### src/rtl/rs_alu_scheduler.sv
`default_nettype none
// ============================================================================
// rs_alu_scheduler : ALU reservation station, dual-CDB wakeup, lowest-index issue.
// Revision 1.0
// ============================================================================
module rs_alu_scheduler #(
  parameter int DEPTH = 8,
  parameter int ROB_W = 4,
  parameter int OP_W  = 6,
  parameter int XLEN  = 32
) (
  input  logic             clk,
  input  logic             rst,
  input  logic             rdy,
  input  logic             flush,
  input  logic             dispatch_valid,
  input  logic [OP_W-1:0]  dispatch_op,
  input  logic [XLEN-1:0]  dispatch_pc,
  input  logic [XLEN-1:0]  dispatch_imm,
  input  logic [ROB_W-1:0] dispatch_rd_rename,
  input  logic             dispatch_rs1_ready,
  input  logic             dispatch_rs2_ready,
  input  logic [XLEN-1:0]  dispatch_rs1_value,
  input  logic [XLEN-1:0]  dispatch_rs2_value,
  input  logic [ROB_W-1:0] dispatch_rs1_tag,
  input  logic [ROB_W-1:0] dispatch_rs2_tag,
  output logic             rs_full,
  input  logic             cdb0_valid,
  input  logic             cdb1_valid,
  input  logic [ROB_W-1:0] cdb0_tag,
  input  logic [ROB_W-1:0] cdb1_tag,
  input  logic [XLEN-1:0]  cdb0_value,
  input  logic [XLEN-1:0]  cdb1_value,
  output logic             alu_enable,
  output logic [OP_W-1:0]  alu_op,
  output logic [XLEN-1:0]  alu_pc,
  output logic [XLEN-1:0]  alu_imm,
  output logic [XLEN-1:0]  alu_rs1_value,
  output logic [XLEN-1:0]  alu_rs2_value,
  output logic [ROB_W-1:0] alu_rd_rename
);

  localparam int c_IDX_W = $clog2(DEPTH);

  logic [DEPTH-1:0] r_valid;
  logic [DEPTH-1:0] r_rs1_rdy;
  logic [DEPTH-1:0] r_rs2_rdy;
  logic [OP_W-1:0]  r_op      [DEPTH];
  logic [XLEN-1:0]  r_pc      [DEPTH];
  logic [XLEN-1:0]  r_imm     [DEPTH];
  logic [ROB_W-1:0] r_rd      [DEPTH];
  logic [ROB_W-1:0] r_rs1_tag [DEPTH];
  logic [ROB_W-1:0] r_rs2_tag [DEPTH];
  logic [XLEN-1:0]  r_rs1_val [DEPTH];
  logic [XLEN-1:0]  r_rs2_val [DEPTH];

  // {ready, value} after snooping both CDBs; cdb0 wins a double match.
  logic [XLEN:0]    w_nxt1 [DEPTH];
  logic [XLEN:0]    w_nxt2 [DEPTH];
  logic [XLEN:0]    w_dsp1;
  logic [XLEN:0]    w_dsp2;
  logic             w_free_found;
  logic             w_iss_found;
  logic [c_IDX_W-1:0] w_free_idx;
  logic [c_IDX_W-1:0] w_iss_idx;

  function automatic logic [XLEN:0] f_capture(input logic rdy_in,
                                              input logic [ROB_W-1:0] tag,
                                              input logic [XLEN-1:0] val);
    if (rdy_in) return {1'b1, val};
    if (cdb0_valid && (cdb0_tag == tag)) return {1'b1, cdb0_value};
    if (cdb1_valid && (cdb1_tag == tag)) return {1'b1, cdb1_value};
    return {1'b0, val};
  endfunction

  assign rs_full = &r_valid;
  assign w_dsp1  = f_capture(dispatch_rs1_ready, dispatch_rs1_tag, dispatch_rs1_value);
  assign w_dsp2  = f_capture(dispatch_rs2_ready, dispatch_rs2_tag, dispatch_rs2_value);

  always_comb begin
    for (int i = 0; i < DEPTH; i++) begin
      w_nxt1[i] = f_capture(r_rs1_rdy[i], r_rs1_tag[i], r_rs1_val[i]);
      w_nxt2[i] = f_capture(r_rs2_rdy[i], r_rs2_tag[i], r_rs2_val[i]);
    end
  end

  // Descending scan leaves the lowest matching index in each select.
  always_comb begin
    w_free_found = 1'b0;
    w_free_idx   = '0;
    w_iss_found  = 1'b0;
    w_iss_idx    = '0;
    for (int i = DEPTH - 1; i >= 0; i--) begin
      if (!r_valid[i]) begin
        w_free_found = 1'b1;
        w_free_idx   = c_IDX_W'(i);
      end
      if (r_valid[i] && r_rs1_rdy[i] && r_rs2_rdy[i]) begin
        w_iss_found = 1'b1;
        w_iss_idx   = c_IDX_W'(i);
      end
    end
  end

  always_ff @(posedge clk) begin
    if (!rst || flush) begin
      r_valid       <= '0;
      alu_enable    <= 1'b0;
      alu_op        <= '0;
      alu_pc        <= '0;
      alu_imm       <= '0;
      alu_rs1_value <= '0;
      alu_rs2_value <= '0;
      alu_rd_rename <= '0;
    end else if (rdy) begin
      alu_enable <= w_iss_found;
      if (w_iss_found) begin
        alu_op               <= r_op[w_iss_idx];
        alu_pc               <= r_pc[w_iss_idx];
        alu_imm              <= r_imm[w_iss_idx];
        alu_rs1_value        <= r_rs1_val[w_iss_idx];
        alu_rs2_value        <= r_rs2_val[w_iss_idx];
        alu_rd_rename        <= r_rd[w_iss_idx];
        r_valid[w_iss_idx]   <= 1'b0;
      end
      for (int i = 0; i < DEPTH; i++) begin
        if (r_valid[i]) begin
          r_rs1_rdy[i] <= w_nxt1[i][XLEN];
          r_rs1_val[i] <= w_nxt1[i][XLEN-1:0];
          r_rs2_rdy[i] <= w_nxt2[i][XLEN];
          r_rs2_val[i] <= w_nxt2[i][XLEN-1:0];
        end
      end
      // The free slot is invalid pre-edge, so it never collides with issue or wakeup.
      if (dispatch_valid && w_free_found) begin
        r_valid[w_free_idx]   <= 1'b1;
        r_op[w_free_idx]      <= dispatch_op;
        r_pc[w_free_idx]      <= dispatch_pc;
        r_imm[w_free_idx]     <= dispatch_imm;
        r_rd[w_free_idx]      <= dispatch_rd_rename;
        r_rs1_tag[w_free_idx] <= dispatch_rs1_tag;
        r_rs2_tag[w_free_idx] <= dispatch_rs2_tag;
        r_rs1_rdy[w_free_idx] <= w_dsp1[XLEN];
        r_rs1_val[w_free_idx] <= w_dsp1[XLEN-1:0];
        r_rs2_rdy[w_free_idx] <= w_dsp2[XLEN];
        r_rs2_val[w_free_idx] <= w_dsp2[XLEN-1:0];
      end
    end else begin
      alu_enable <= 1'b0;
    end
  end

endmodule
`default_nettype wire

### config.mk
export PLATFORM = sky130hd
export DESIGN_NAME = rs_alu_scheduler
export DESIGN_NICKNAME = d
export VERILOG_FILES = /design/src/rtl/rs_alu_scheduler.sv
export SDC_FILE = /design/constraint.sdc
export NUM_CORES = 2
export LEC_CHECK = 0
export CORE_MARGIN = 2
export CORE_UTILIZATION = 36
export CTS_BUF_LIST = sky130_fd_sc_hd__clkbuf_2 sky130_fd_sc_hd__clkbuf_4 sky130_fd_sc_hd__clkbuf_8
export DETAILED_ROUTE_END_ITERATION = 8
export DONT_BUFFER_PORTS = 1
export PLACE_DENSITY = 0.48
export REMOVE_ABC_BUFFERS = 1
export SKIP_CTS_REPAIR_TIMING = 1
export SLEW_MARGIN = 20
export SYNTH_ARGS = -nofsm -noshare
export SYNTH_HDL_FRONTEND = slang
export SYNTH_SLANG_ARGS = --single-unit
### constraint.sdc
create_clock -name clk -period 12.31 [get_ports clk]
set_clock_uncertainty 0.2 [all_clocks]
set_input_delay 3.693 -clock clk [delete_from_list [all_inputs] [get_ports clk]]
set_output_delay 3.693 -clock clk [all_outputs]
set_load 0.03 [all_outputs]
==> impl_metrics.tcl <==
set metrics [dict create \
    grt_setup_unrepaired "no" \
    syn2layout_area_growth_pct 10.5 \
    die_h_um 427 \
    synth_top_area_share 0.551 \
    arrival_ns 7.98 \
    die-area_um2 183000 \
    crit_required_ns 12.78 \
    endpoint_kind "flip-flop" \
    p_leak_nw 22.7 \
    via_per_inst 6.22 \
    fin_crit_ns 7.50 \
    layout_setup_ws_ns 4.81 \
    synthTopCellsByArea "edfxtp_1 55%, mux2i_1 7.6%, dfxtp_1 4.6%" \
    grt.overflow.total 0 \
    top_usage_layer "met2" \
    crit_path_start_kind "primary input" \
    max_slew_margin 0.265 \
    clk_latency_ns 1.01 \
    clkTransAtPathRegs_ns 0.05 \
    grt_pass1_vias 47406 \
    drive_above_1_share 0.136 \
    wire_per_inst_um 33.6 \
    finalMaxSlewViolations 0 \
    hold-path-cell-count 2 \
    status "finished, final reports clean" \
    clock_path_buffers 3 \
    drt_iter0_drc 5394 \
    yosys_warnings 0 \
    place_worst_setup_slack_ns 3.98 \
    final_common_cell "edfxtp_1" \
    die_w_um 427 \
    antenna_left 0 \
    num_rows 155 \
    fin_util 0.400 \
    reg2reg_depth 9 \
    setup_violations 0 \
    use_met2 0.441 \
    grt_use_met1 0.353 \
    r2r-start "r_valid[2]" \
    syn_area_per_cell_um2 12.1 \
    synth_area_um2 64500 \
    start_util 0.362 \
    synth_ff_type "edfxtp_1" \
    fill_cells 16832 \
    crit_path_start "rst" \
    coreArea_um2 178000 \
    tns_ns 0 \
    ys_seq_area_frac 0.596 \
    fin_hold_ws_ns 0.344 \
    tritoncts "yes" \
    min_path_type "flip-flop to flip-flop" \
    grt_pass1_wl_mm 360 \
    path_class "primary input to flip-flop" \
    fin_nets 5297 \
    maxCapViolCount 0 \
    cts_sinks 1331 \
    drt_pass1_iterations 5 \
    grt_use_met3 0.0664 \
    layout_common_cells "1,184 x edfxtp_1, 487 x mux2i_1, 339 x nand3_1" \
    antenna_found_initial 12 \
    r2r_slack_ns 6.63 \
    hpwl_mm 134 \
    finalCritPeriodShare 0.609 \
    design_area_um2 71300 \
    synth-async-reset-ratio 0 \
    power_density_nw_per_um2 135 \
    cts_root_buf "clkbuf_8" \
    io_pins 367 \
    peakVddDrop_mv 0.100 \
    worstPathMaxFanout 78 \
    drc 0 \
    cts_buffers 235 \
    h-tree-depth 4 \
    finalHoldViolCount 0 \
    num_vias 47525 \
    worst_slew_pin_slew_ns 1.10 \
    dpl_cell_area_um2 66300 \
    synth-edff-count 1184 \
    holdPathEnd "alu_op[3]" \
    synth_top_area_cell "edfxtp_1" \
    wl_mm 257 \
    postSynthCellCount 5335 \
    ys_types 57 \
    grt_max_degree 145 \
    ys_seq_elements 1331 \
    regToRegEndpoint "alu_pc[13]" \
    gp_congestion 0.794 \
    io_buffers 0 \
    fmax_mhz 133 \
    min_from "r_op[0][3]" \
    grt_usage 0.274 \
]
## metal layers
layer,vias to the layer above,routed length [um]
met5,-,0
met4,0,10500
met3,609,22600
met2,2400,119000
met1,24229,104000
li1,20287,-
## synth_stat cells (5+ instances only)
cell	count
a21boi_0	5
a21oi_1	303
a22o_1	275
and2_1	5
buf_1	54
buf_2	113
buf_4	13
clkbuf_1	433
dfxtp_1	147
edfxtp_1	1184
inv_1	15
mux2_2	68
mux2i_1	487
nand2_1	316
nand2b_1	5
nand3_1	349
nand4_1	6
nor2_1	19
nor3_1	162
nor3_2	6
nor4_1	7
o211ai_1	7
o21ai_0	153
o21ai_1	121
o21bai_1	7
o22a_1	32
o22ai_1	261
o22ai_2	29
o22ai_4	30
o2bb2ai_1	138
o31ai_1	145
or3_1	228
or4_1	32
xnor2_1	51
xor2_1	90
## cell families (layout without fill, tap and decap cells)
group / Yosys count / after routing / share of synthesized area
compound gates: 1526 / 1526 / 0.167
flops: 1331 / 1331 / 0.596
simple gates: 1148 / 1148 / 0.0897
xor+xnor: 141 / 141 / 0.0191
other cells: 0 / 8 / 0
mux: 555 / 555 / 0.0874
buf+inv: 634 / 578 / 0.0403
## state kept, by name (all words and copies together) (netlist names)
signal	cells
r_imm	256
r_rs2_tag	32
r_rs1_rdy	8
r_pc	256
r_valid	8
alu_rs1_value	32
r_rs1_val	256
r_rd	32
r_rs2_rdy	8
alu_pc	32
alu_imm	32
r_rs1_tag	32
alu_op	6
alu_enable	1
alu_rd_rename	4
r_rs2_val	256
alu_rs2_value	32
r_op	48
## where the power goes
| part | switching (mW) | internal [mW] |
|---|---|---|
| clock | 1.99 | 2.38 |
| combinational | 0.202 | 0.130 |
| sequential | 0.00625 | 4.90 |
## worst max-delay path by stage
stage | depth (start not counted) | slack [ns] | end
final | 9 | 4.81 | r_rs1_val[0][3]
after global routing | 9 | 4.66 | r_rs1_val[0][3]
after CTS | 9 | 5.03 | r_rs1_val[0][3]
after detailed placement | 9 | 3.98 | r_rs1_val[0][8]
after global placement | 9 | 3.99 | r_rs1_val[0][22]
after floorplan | 6 | -6.03 | alu_imm[0]
## critical path: stages
cell,delay [ns]
nor2b_1,0.63
nand2_1,0.12
buf_4,0.30
inv_1,0.67
nand2_4,0.63
inv_6,0.91
buf_4,0.60
or3_1,0.19
o21ai_0,0.07
## area by class of cell
class	instances	area [um^2]	area share
tap	2355	2950	0.0413
clock inverter	90	702	0.00984
inverter	17	96.3	0.00135
timing repair buffer	115	921	0.0129
multi-input combinational	3370	23900	0.335
clock buffer	356	4290	0.0601
antenna	8	20.0	0.000281
sequential	1331	38500	0.540
## per-stage QoR
step / power [mW] / cells
2_1_floorplan: 5.23 / 4718
3_3_place_gp: 5.32 / 7187
3_5_place_dp: 5.33 / 7187
6_report: 9.61 / 7642
5_1_grt: 9.90 / 7639
4_1_cts: 9.67 / 7633
(Power assumes the default switching activity.)
